$ cat src/rtl/ctrl_pkg.sv
// ctrl_pkg: shared types and constants for the multi-cycle RV32I control FSM.
// ILLEGAL_TRAP_EN adds the TRAP state and routes illegal opcodes to it.
package ctrl_pkg;

    localparam int OP_WIDTH     = 7;
    localparam int ALU_OP_WIDTH = 3;

    localparam logic [OP_WIDTH-1:0] OP_LOAD  = 7'b0000011;
    localparam logic [OP_WIDTH-1:0] OP_STORE = 7'b0100011;
    localparam logic [OP_WIDTH-1:0] OP_R     = 7'b0110011;
    localparam logic [OP_WIDTH-1:0] OP_I     = 7'b0010011;
    localparam logic [OP_WIDTH-1:0] OP_BR    = 7'b1100011;
    localparam logic [OP_WIDTH-1:0] OP_JAL   = 7'b1101111;
    localparam logic [OP_WIDTH-1:0] OP_JALR  = 7'b1100111;
    localparam logic [OP_WIDTH-1:0] OP_LUI   = 7'b0110111;
    localparam logic [OP_WIDTH-1:0] OP_AUIPC = 7'b0010111;

    localparam logic [ALU_OP_WIDTH-1:0] ALU_ADD   = 3'b000;
    localparam logic [ALU_OP_WIDTH-1:0] ALU_SUB   = 3'b001;
    localparam logic [ALU_OP_WIDTH-1:0] ALU_RI    = 3'b010;
    localparam logic [ALU_OP_WIDTH-1:0] ALU_LUI   = 3'b100;
    localparam logic [ALU_OP_WIDTH-1:0] ALU_AUIPC = 3'b101;
    localparam logic [ALU_OP_WIDTH-1:0] ALU_JL    = 3'b110;

    localparam logic [1:0] SRCA_PC    = 2'b00;
    localparam logic [1:0] SRCA_OLDPC = 2'b01;
    localparam logic [1:0] SRCA_RS1   = 2'b10;
    localparam logic [1:0] SRCB_RS2   = 2'b00;
    localparam logic [1:0] SRCB_IMM   = 2'b01;
    localparam logic [1:0] SRCB_4     = 2'b10;
    localparam logic [1:0] RES_ALUOUT = 2'b00;
    localparam logic [1:0] RES_RDATA  = 2'b01;
    localparam logic [1:0] RES_ALURES = 2'b10;

    typedef enum logic [3:0] {
        S_FETCH, S_DECODE, S_MEMADR, S_MEMREAD, S_MEMWB, S_MEMWRITE, S_EXEC_R,
        S_EXEC_I, S_BRANCH, S_JALR, S_LINK, S_LUI, S_AUIPC, S_ALUWB
`ifdef ILLEGAL_TRAP_EN
        , S_TRAP
`endif
    } state_t;

    typedef enum logic [3:0] {
        CL_MEM, CL_R, CL_I, CL_BR, CL_JAL, CL_JALR, CL_LUI, CL_AUIPC, CL_ILL
    } op_class_t;

`ifdef ILLEGAL_TRAP_EN
    localparam state_t S_ILL_NEXT = S_TRAP;
`else
    localparam state_t S_ILL_NEXT = S_FETCH;
`endif

endpackage

$ cat src/rtl/op_class_decoder.sv
// op_class_decoder: maps the IR opcode to an instruction class for DECODE.
module op_class_decoder
    import ctrl_pkg::*;
(
    input  logic [OP_WIDTH-1:0] op_i,
    output op_class_t           cls_o
);

    always_comb begin
        cls_o = CL_ILL;
        case (op_i)
            OP_LOAD, OP_STORE: cls_o = CL_MEM;
            OP_R:              cls_o = CL_R;
            OP_I:              cls_o = CL_I;
            OP_BR:             cls_o = CL_BR;
            OP_JAL:            cls_o = CL_JAL;
            OP_JALR:           cls_o = CL_JALR;
            OP_LUI:            cls_o = CL_LUI;
            OP_AUIPC:          cls_o = CL_AUIPC;
            default:           cls_o = CL_ILL;
        endcase
    end

endmodule

$ cat src/rtl/multicycle_ctrl_fsm.sv
// multicycle_ctrl_fsm: main control FSM of the multi-cycle RV32I core.
// ILLEGAL_TRAP_EN: illegal opcodes enter a sticky TRAP state instead of acting as NOPs.
module multicycle_ctrl_fsm
    import ctrl_pkg::*;
(
    input  logic                    clk,
    input  logic                    rst,
    input  logic [OP_WIDTH-1:0]     op,
    input  logic                    branch_taken,
    input  logic                    mem_ready,
    output logic                    pc_write,
    output logic                    adr_src,
    output logic                    mem_write,
    output logic                    ir_write,
    output logic [1:0]              result_src,
    output logic [1:0]              alu_src_a,
    output logic [1:0]              alu_src_b,
    output logic [ALU_OP_WIDTH-1:0] ALUOp,
    output logic                    reg_write,
    output logic                    instr_done,
    output logic                    illegal_instr
);

    state_t    state_q, state_d;
    logic      done_q, done_d;
    op_class_t cls;
    logic      pc_w, ir_w, mem_w, reg_w;

    op_class_decoder u_dec (.op_i(op), .cls_o(cls));

    always_ff @(posedge clk or posedge rst) begin
        if (rst) begin
            state_q <= S_FETCH;
            done_q  <= 1'b0;
        end else begin
            state_q <= state_d;
            done_q  <= done_d;
        end
    end

    always_comb begin
        state_d    = state_q;
        done_d     = 1'b0;
        pc_w       = 1'b0;
        ir_w       = 1'b0;
        mem_w      = 1'b0;
        reg_w      = 1'b0;
        adr_src    = 1'b0;
        result_src = RES_ALUOUT;
        alu_src_a  = SRCA_PC;
        alu_src_b  = SRCB_RS2;
        ALUOp      = ALU_ADD;
        case (state_q)
            S_FETCH: begin
                alu_src_b  = SRCB_4;
                result_src = RES_ALURES;
                pc_w       = mem_ready;
                ir_w       = mem_ready;
                state_d    = mem_ready ? S_DECODE : S_FETCH;
            end
            S_DECODE: begin
                alu_src_a = SRCA_OLDPC;
                alu_src_b = SRCB_IMM;
                case (cls)
                    CL_MEM:   state_d = S_MEMADR;
                    CL_R:     state_d = S_EXEC_R;
                    CL_I:     state_d = S_EXEC_I;
                    CL_BR:    state_d = S_BRANCH;
                    CL_JAL:   state_d = S_LINK;
                    CL_JALR:  state_d = S_JALR;
                    CL_LUI:   state_d = S_LUI;
                    CL_AUIPC: state_d = S_AUIPC;
                    default:  state_d = S_ILL_NEXT;
                endcase
            end
            S_MEMADR: begin
                alu_src_a = SRCA_RS1;
                alu_src_b = SRCB_IMM;
                state_d   = op[5] ? S_MEMWRITE : S_MEMREAD;
            end
            S_MEMREAD: begin
                adr_src = 1'b1;
                state_d = mem_ready ? S_MEMWB : S_MEMREAD;
            end
            S_MEMWB: begin
                result_src = RES_RDATA;
                reg_w      = 1'b1;
                done_d     = 1'b1;
                state_d    = S_FETCH;
            end
            S_MEMWRITE: begin
                adr_src = 1'b1;
                mem_w   = 1'b1;
                done_d  = mem_ready;
                state_d = mem_ready ? S_FETCH : S_MEMWRITE;
            end
            S_EXEC_R: begin
                alu_src_a = SRCA_RS1;
                ALUOp     = ALU_RI;
                state_d   = S_ALUWB;
            end
            S_EXEC_I: begin
                alu_src_a = SRCA_RS1;
                alu_src_b = SRCB_IMM;
                ALUOp     = ALU_RI;
                state_d   = S_ALUWB;
            end
            S_LUI: begin
                alu_src_b = SRCB_IMM;
                ALUOp     = ALU_LUI;
                state_d   = S_ALUWB;
            end
            S_AUIPC: begin
                alu_src_a = SRCA_OLDPC;
                alu_src_b = SRCB_IMM;
                ALUOp     = ALU_AUIPC;
                state_d   = S_ALUWB;
            end
            S_ALUWB: begin
                reg_w   = 1'b1;
                done_d  = 1'b1;
                state_d = S_FETCH;
            end
            S_BRANCH: begin
                alu_src_a = SRCA_RS1;
                ALUOp     = ALU_SUB;
                pc_w      = branch_taken;
                done_d    = 1'b1;
                state_d   = S_FETCH;
            end
            S_JALR: begin
                alu_src_a = SRCA_RS1;
                alu_src_b = SRCB_IMM;
                state_d   = S_LINK;
            end
            S_LINK: begin
                alu_src_a = SRCA_OLDPC;
                alu_src_b = SRCB_4;
                ALUOp     = ALU_JL;
                pc_w      = 1'b1;
                state_d   = S_ALUWB;
            end
            default: state_d = state_q;
        endcase
    end

    // Write enables are gated by rst so an abort drops them in the same cycle.
    assign pc_write   = pc_w & ~rst;
    assign ir_write   = ir_w & ~rst;
    assign mem_write  = mem_w & ~rst;
    assign reg_write  = reg_w & ~rst;
    assign instr_done = done_q;

`ifdef ILLEGAL_TRAP_EN
    assign illegal_instr = (state_q == S_TRAP);
`else
    assign illegal_instr = 1'b0;
`endif

endmodule

$ cat config.mk
export PLATFORM = sky130hd
export DESIGN_NAME = multicycle_ctrl_fsm
export DESIGN_NICKNAME = d
export VERILOG_FILES = /design/src/rtl/ctrl_pkg.sv /design/src/rtl/op_class_decoder.sv /design/src/rtl/multicycle_ctrl_fsm.sv
export SDC_FILE = /design/constraint.sdc
export NUM_CORES = 1
export LEC_CHECK = 0
export CORE_MARGIN = 1
export CORE_UTILIZATION = 50
export DETAILED_ROUTE_END_ITERATION = 16
export DONT_BUFFER_PORTS = 1
export GPL_TIMING_DRIVEN = 0
export PLACE_DENSITY_LB_ADDON = 0.3
export SETUP_SLACK_MARGIN = 0.15
export SYNTH_ARGS = -nofsm -noshare
export SYNTH_HDL_FRONTEND = slang
export SYNTH_SLANG_ARGS = --single-unit
$ cat constraint.sdc
create_clock -name clk -period 1.47 [get_ports clk]
set_input_delay 0.147 -clock clk [delete_from_list [all_inputs] [get_ports clk]]
set_output_delay 0.147 -clock clk [all_outputs]
set_load 0.05 [all_outputs]
==> results of run 1 <==
==> per-stage QoR <==
step,TNS (ps),instance area [um^2],utilization (%)
floorplan,-1081,994.7,-
global placement,-1609,1013,73.30
detailed placement,-1770,1013,73.30
CTS,-5096,1226,88.69
==> cell usage after synthesis, types with 2 or more instances <==
cell type | count | share of area, %
o22ai_1 | 2 | 1.6
buf_2 | 7 | 4.5
nor3_1 | 2 | 1.3
inv_1 | 5 | 2.4
nand3_1 | 3 | 1.9
nand2b_1 | 2 | 1.6
ha_1 | 4 | 6.4
a22o_1 | 2 | 2.2
nor3b_1 | 3 | 2.9
nand3b_1 | 2 | 1.9
dfrtp_1 | 5 | 16
a21o_1 | 2 | 1.9
nor2_1 | 13 | 6.2
nor4_1 | 2 | 1.6
a21oi_1 | 6 | 3.8
xnor2_1 | 2 | 2.2
and3_1 | 3 | 2.4
o21ai_0 | 8 | 5.1
nor2b_1 | 9 | 7.2
a2bb2oi_1 | 2 | 2.2
==> cells by family after synthesis <==
| logic type | count (synthesis) | share of synthesized area (%) |
|---|---|---|
| AOI/OAI and AO/OA | 34 | 30.72 |
| xor gates and xnor gates | 2 | 2.240 |
| adders and majority gates | 4 | 6.400 |
| buffers and inverters | 14 | 8.320 |
| DFF | 5 | 16.00 |
| muxes | 1 | 1.280 |
| other | 1 | 0.4795 |
| and+or+nand+nor | 47 | 34.56 |
==> repair_timing <==
item,CTS
buffers inserted,10
setup endpoints to repair,19
hold buffers,1
gates resized for setup,27
hold endpoints to repair,5
pin swaps,14
==> impl_metrics.ini, run 1 <==
[timing]
endpoint_type = primary output
grt_worst_setup_endpoint = pc_write

[yosys]
syn_avg_cell_area_um2 = 7.241
yosysSeqAreaShare_pct = 16.00
synth_edf_count = 0
synth_cell_types = 44
ys_async_sr_fraction_pct = 100.0
netlist_instances = 108
syn_nets = 123
ys_ff_latch = 5
yosysWarnings = 0
syn_area_um2 = 782.0
ys.flop_type = dfrtp_1

[clock_network]
clock_sinks = 5
htree_num_levels = 1
cts_buffers = 3
clock_path_buffers = 2
root_buffer = clkbuf_4

[floorplan]
initial_core_util_pct = 56.56
rows = 13
die_h_um = 41.55
die_w_um = 41.55
pin_count = 27

[place]
io_buffer_count = 0
gp_congestion = 0.8958
place_ws_ps = -578.4
hpwl_um = 1466
dp_cells = 123

[global_route]
grt_max_degree = 11

[outcome]
stop_error = [ERROR DPL-0038] Utilization greater than 100%, impossible to legalize
status = aborted with a tool error
haltStage = 5_1_grt
==> inputs of run 2 (changes only) <==
CORE_AREA = 2 2 63 65   (was unset)
CORE_MARGIN = unset   (was 1)
CORE_UTILIZATION = unset   (was 50)
DIE_AREA = 0 0 65 67   (was unset)
PLACE_DENSITY_LB_ADDON = 0.15   (was 0.3)
SETUP_SLACK_MARGIN = unset   (was 0.15)
==> run 2 against run 1 <==
The flow now finishes, with violations (negative setup slack). Synthesized cell count stayed put. Synthesized area unchanged.
==> impl_metrics.ini, run 2 <==
[global_route]
antenna_found_initial = 0
grtUsageTotal_pct = 11.90
overflow = 0
first_global_vias = 873
grt_first_pass_wirelength_um = 3981
grt_max_degree = 11

[clock_network]
cts_buffers = 3
root_buffer = clkbuf_8
htree_num_levels = 1
clock_sinks = 5
cts_tree = built
clkTransAtPathRegs_ps = 30
clock_latency_ps = 220
clock_path_buffers = 2

[yosys]
synth_cell_types = 44
synth.largest_area_cell = dfrtp_1
yosysWarnings = 0
syn_area_um2 = 782.0
ys.flop_type = dfrtp_1
yosysSeqAreaShare_pct = 16.00
netlist_instances = 108
netlist_top_cells_count = nor2_1 (13), nor2b_1 (9), o21ai_0 (8), buf_2 (7), a21oi_1 (6)
synth_edf_count = 0
syn_nets = 123
ys_ff_latch = 5
netlist.area_leader.share_pct = 16.00
post-synth-top-count-cell = nor2_1
syn_avg_cell_area_um2 = 7.241
ys_async_sr_fraction_pct = 100.0
ys_top_cells_by_area = dfrtp_1 (16%), nor2b_1 (7.2%), ha_1 (6.4%)

[worst_setup_path]
critPathLaunchType = flip-flop
crit_required_ps = 1320
end_kind = primary output
crit_arrival_ps = 1980
path_max_fanout = 2
criticalPathCategory = flip-flop to primary output

[detailed_routing]
drc = 0
dr_total_vias = 908
drtIter0Drc = 32
antenna_left = 0
dr.pass1.iters = 4
wire_per_inst_um = 15.05
wl_um = 2694
vias_per_cell = 5.073

[timing]
slew_violations = 0
skew_ps = 1.037
max_freq_mhz = 470.5
setup_ws_ps = -655.6
rsz0062_at_grt = yes
hold_ws_ps = 239.9
min_period_ps = 2126
finalHoldViolCount = 0
worst_pin_slew_ps = 787.0
post-route-period-util_pct = 144.6
final-setup-viol-count = 16
relSlewSlack_pct = 47.14

[floorplan]
rows = 22
die_h_um = 67
pin_count = 27
initial_core_util_pct = 21.69
core_region_area_um2 = 3606
die_w_um = 65
die-area_um2 = 4355

[final_layout]
num-fill-cells = 369
synthToLayoutAreaGrowth_pct = 84.16
final_core_util_pct = 39.94
final_cell_mix = buf_6 (11), buf_4 (11), nor2_1 (8)
fin_cells = 179
fin_nets = 147
drive_gt1_share_pct = 60.31
largest_reg_flops = 4
regMostFlops = state_q
insertedDiodeCount = 0
multiInputGateArea_um2 = 884.6
seq_area_um2 = 126.4

[pwr]
netSwitchingPower_mw = 0.08771
p_per_area_nw_per_um2 = 303.0
ir_worst_vdd_uv = 201.8
swShare_pct = 20.10
p_int_mw = 0.3487
p_clk_share_pct = 56.9
seqPwrFrac_pct = 31.7
pwr-share-comb_pct = 11.3
power_leakage_nw = 0.5840

[place]
dp_cells = 156
io_buffer_count = 0
place_ws_ps = -590.5
hpwl_um = 1757
gp_congestion = 0.7472

[worst_hold_path]
hold_path_class = input port to flip-flop

[flow_run]
drv_cap = 0

[outcome]
violations = negative setup slack
status = complete, but fails checks
==> run 2: cell counts after synthesis <==
Identical to the previous run, type by type.
==> run 2: final cells by class <==
class	count	area share [%]
flip-flops and latches	5	8.775
well taps	48	4.170
inverters	5	1.564
repair buffers	20	13.55
clock buffers	4	3.128
plain buffers	8	7.385
multi-input cells	89	61.42
==> run 2: through the flow <==
stage               area (um^2)  total power, mW  TNS [ps]
floorplan                 954.7           0.1801     -1065
global placement           1015           0.1839     -2345
detailed placement         1015           0.1851     -2345
CTS                        1246           0.4439     -3893
global route               1440           0.4610     -5838
finish                     1440           0.4364     -4820
==> run 2: final timing paths <==
kind | end | start | depth (start not counted) | slack (ps)
max | pc_write | state_q[0]$_DFFE_PP0P_ | 3 | -660
min | state_q[2]$_DFFE_PP0P_ | mem_ready | 3 | 240
max reg2reg | state_q[0]$_DFFE_PP0P_ | state_q[3]$_DFFE_PP0P_ | 8 | -120
min reg2reg | instr_done$_DFF_PP0_ | state_q[1]$_DFFE_PP0P_ | 3 | 820
max in group asynchronous | state_q[1]$_DFFE_PP0P_ | rst | 2 | 970
min in group asynchronous | state_q[2]$_DFFE_PP0P_ | rst | 2 | 290
==> run 2: cell families (layout without fill, tap and decap cells) <==
kind of cell,after synthesis,in the layout,synth area share (%)
and+or+nand+nor,47,47,34.56
AOI/OAI and AO/OA,34,34,30.72
buffers and inverters,14,37,8.320
DFF,5,5,16.00
adders and majority gates,4,4,6.400
xor gates and xnor gates,2,2,2.240
other,1,1,0.4795
muxes,1,1,1.280
==> run 2: worst max-delay path: stages (launching register included) <==
cell and delay [ps]:
dfrtp_1 390, nor4_4 740, and3_4 420, a21o_4 200
==> run 2: per-layer routing <==
metal | vias up | GRT usage, % | share of wire [%]
met5 | - | 0 | 0
met2 | 33 | 20.75 | 53
met1 | 434 | 13.94 | 41
met3 | 2 | 3.378 | 5.5
met4 | 0 | 3.989 | 0.45
li1 | 439 | - | -
==> run 2: power groups by stage <==
| stage | clock, mW | sequential [mW] | combinational (mW) |
|---|---|---|---|
| 2_1_floorplan | 0 | 0.140 | 0.0400 |
| 3_3_place_gp | 0 | 0.140 | 0.0437 |
| 3_5_place_dp | 0 | 0.140 | 0.0449 |
| 4_1_cts | 0.255 | 0.139 | 0.0499 |
| 5_1_grt | 0.269 | 0.138 | 0.0536 |
| 6_report | 0.248 | 0.139 | 0.0495 |
==> run 2: timing repair <==
item / 4_1_cts / 5_1_grt
setup endpoints to repair: 17 / 19
setup buffers: 9 / 10
resized for setup: 28 / 33
endpoints found under the hold margin: 5 / 0
hold buffers: 1 / 0
pin swaps: 14 / 15
Power figures use the tool's default switching activity.
==> inputs of run 3 (changes only) <==
PLACE_DENSITY_LB_ADDON = unset   (was 0.15)
SETUP_SLACK_MARGIN = 0.2   (was unset)
==> run 3 against run 2 <==
The run still ends with negative setup slack left. Clock power about the same. Non-clock buffer count increased by 2. Setup slack got worse by 33 ps. Critical path type unchanged. Critical endpoint unchanged. Largest power group unchanged.
==> impl_metrics.ini, run 3 (synthesis gave the netlist of run 2 again) <==
[outcome]
status = complete, but fails checks
violations = negative setup slack

[timing]
min_period_ps = 2159
finalHoldViolCount = 0
worst_pin_slew_ps = 772.4
slew_violations = 0
post-route-period-util_pct = 146.9
skew_ps = 0.1085
relSlewSlack_pct = 48.12
max_freq_mhz = 463.2
rsz0062_at_grt = yes
setup_ws_ps = -688.8
final-setup-viol-count = 18

[final_layout]
synthToLayoutAreaGrowth_pct = 83.04
regMostFlops = state_q
insertedDiodeCount = 0
fin_cells = 181
fin_area_um2 = 1431
drive_gt1_share_pct = 54.89
fin_nets = 149
final_common_cell = buf_6
final_cell_mix = buf_6 (13), buf_4 (12), nor2b_1 (7), nor2_1 (7)
final_core_util_pct = 39.69
largest_reg_flops = 4

[pwr]
ir_worst_vdd_uv = 168.1
power_mw = 0.4343
p_per_area_nw_per_um2 = 303.4
power_leakage_nw = 0.5558

[clock_network]
cts_buffers = 3
clock_path_buffers = 2
clock_sinks = 5
htree_num_levels = 1
root_buffer = clkbuf_8
clkTransAtPathRegs_ps = 30
clock_latency_ps = 220
cts_tree = built

[floorplan]
die_w_um = 65
pin_count = 27
die-area_um2 = 4355
initial_core_util_pct = 21.69
rows = 22
die_h_um = 67
core_region_area_um2 = 3606

[detailed_routing]
wire_per_inst_um = 14.43
vias_per_cell = 5.083
dr_total_vias = 920
drtIter0Drc = 34
dr.pass1.iters = 4
antenna_left = 0
wl_um = 2612
drc = 0

[global_route]
antenna_found_initial = 0
grt_max_degree = 11
overflow = 0
grtUsageTotal_pct = 11.66
grt_first_pass_wirelength_um = 3988
first_global_vias = 838

[worst_setup_path]
cp_cell_sequence = buf_6 > nor4_4 > and3_4 > a21o_4
end_kind = primary output
criticalPathCategory = flip-flop to primary output
critPathSlowestCell = nor4_4
critPathLaunchType = flip-flop
crit_required_ps = 1320
crit_arrival_ps = 2010
max_stage_delay_ps = 690
path_max_fanout = 2

[place]
io_buffer_count = 0
hpwl_um = 1754
dp_cells = 156
gp_congestion = 0.8353
place_area_um2 = 1082

[flow_run]
drv_cap = 0

[worst_hold_path]
hold_path_class = input port to flip-flop
## run 3: changes by cell type in the layout (fill, tap and decap cells not counted), sizes merged
cell and delta:
buf +2
## run 3: final cells by class
type,count,area (um^2)
Clock buffer,4,45.04
Tap cell,48,60.06
Inverter,5,25.02
Fill cell,367,2175
Multi-Input combinational cell,89,863.3
Buffer,9,102.6
Timing Repair Buffer,21,209.0
Sequential cell,5,126.4
## run 3: power breakdown
part | total (mW) | switching, mW | internal [mW]
combinational | 0.0481 | 0.0248 | 0.0233
clock | 0.248 | 0.0619 | 0.186
sequential | 0.138 | 0 | 0.138
## run 3: final timing paths
| path | from | end | slack, ps | cells past startpoint |
|---|---|---|---|---|
| worst max-delay path | state_q[1]$_DFFE_PP0P_ | pc_write | -690 | 4 |
| worst min-delay path | mem_ready | state_q[2]$_DFFE_PP0P_ | 220 | 3 |
| worst max register to register | state_q[1]$_DFFE_PP0P_ | state_q[0]$_DFFE_PP0P_ | -210 | 10 |
| worst min register to register | state_q[0]$_DFFE_PP0P_ | instr_done$_DFF_PP0_ | 700 | 2 |
| max in group asynchronous | rst | state_q[0]$_DFFE_PP0P_ | 950 | 2 |
| min in group asynchronous | rst | instr_done$_DFF_PP0_ | 300 | 2 |
## run 3: worst max-delay path, delay by kind of cell, from the launching register on
| kind | cells | cell delay (ps) |
|---|---|---|
| AOI/OAI and AO/OA | 1 | 200 |
| buffers and inverters | 1 | 120 |
| DFF | 1 | 360 |
| and+or+nand+nor | 2 | 1110 |
## run 3: per-stage QoR
step                setup TNS (ps)  hold WS [ps]  setup slack [ps]
CTS                          -5117         209.9            -708.8
detailed placement           -2153        -33.70            -578.4
floorplan                    -1085        -66.00            -506.3
finish                       -6001         216.5            -688.8
global placement             -1788        -41.44            -559.5
global route                 -7076         222.8            -767.5
## run 3: repair_timing
item | CTS | global route
hold endpoints to repair | 5 | 0
resized for setup | 22 | 13
endpoints found under the setup margin | 19 | 19
hold buffers | 1 | 0
setup buffers | 10 | 10
pin swaps | 14 | 8
## run 3: routing by layer
layer / up-vias / global-route usage [%] / share of wire, %
li1: 441 / - / -
met1: 442 / 14.05 / 42
met2: 33 / 20.49 / 50
met3: 4 / 2.872 / 7.5
met4: 0 / 3.191 / 1.2
met5: - / 0 / 0
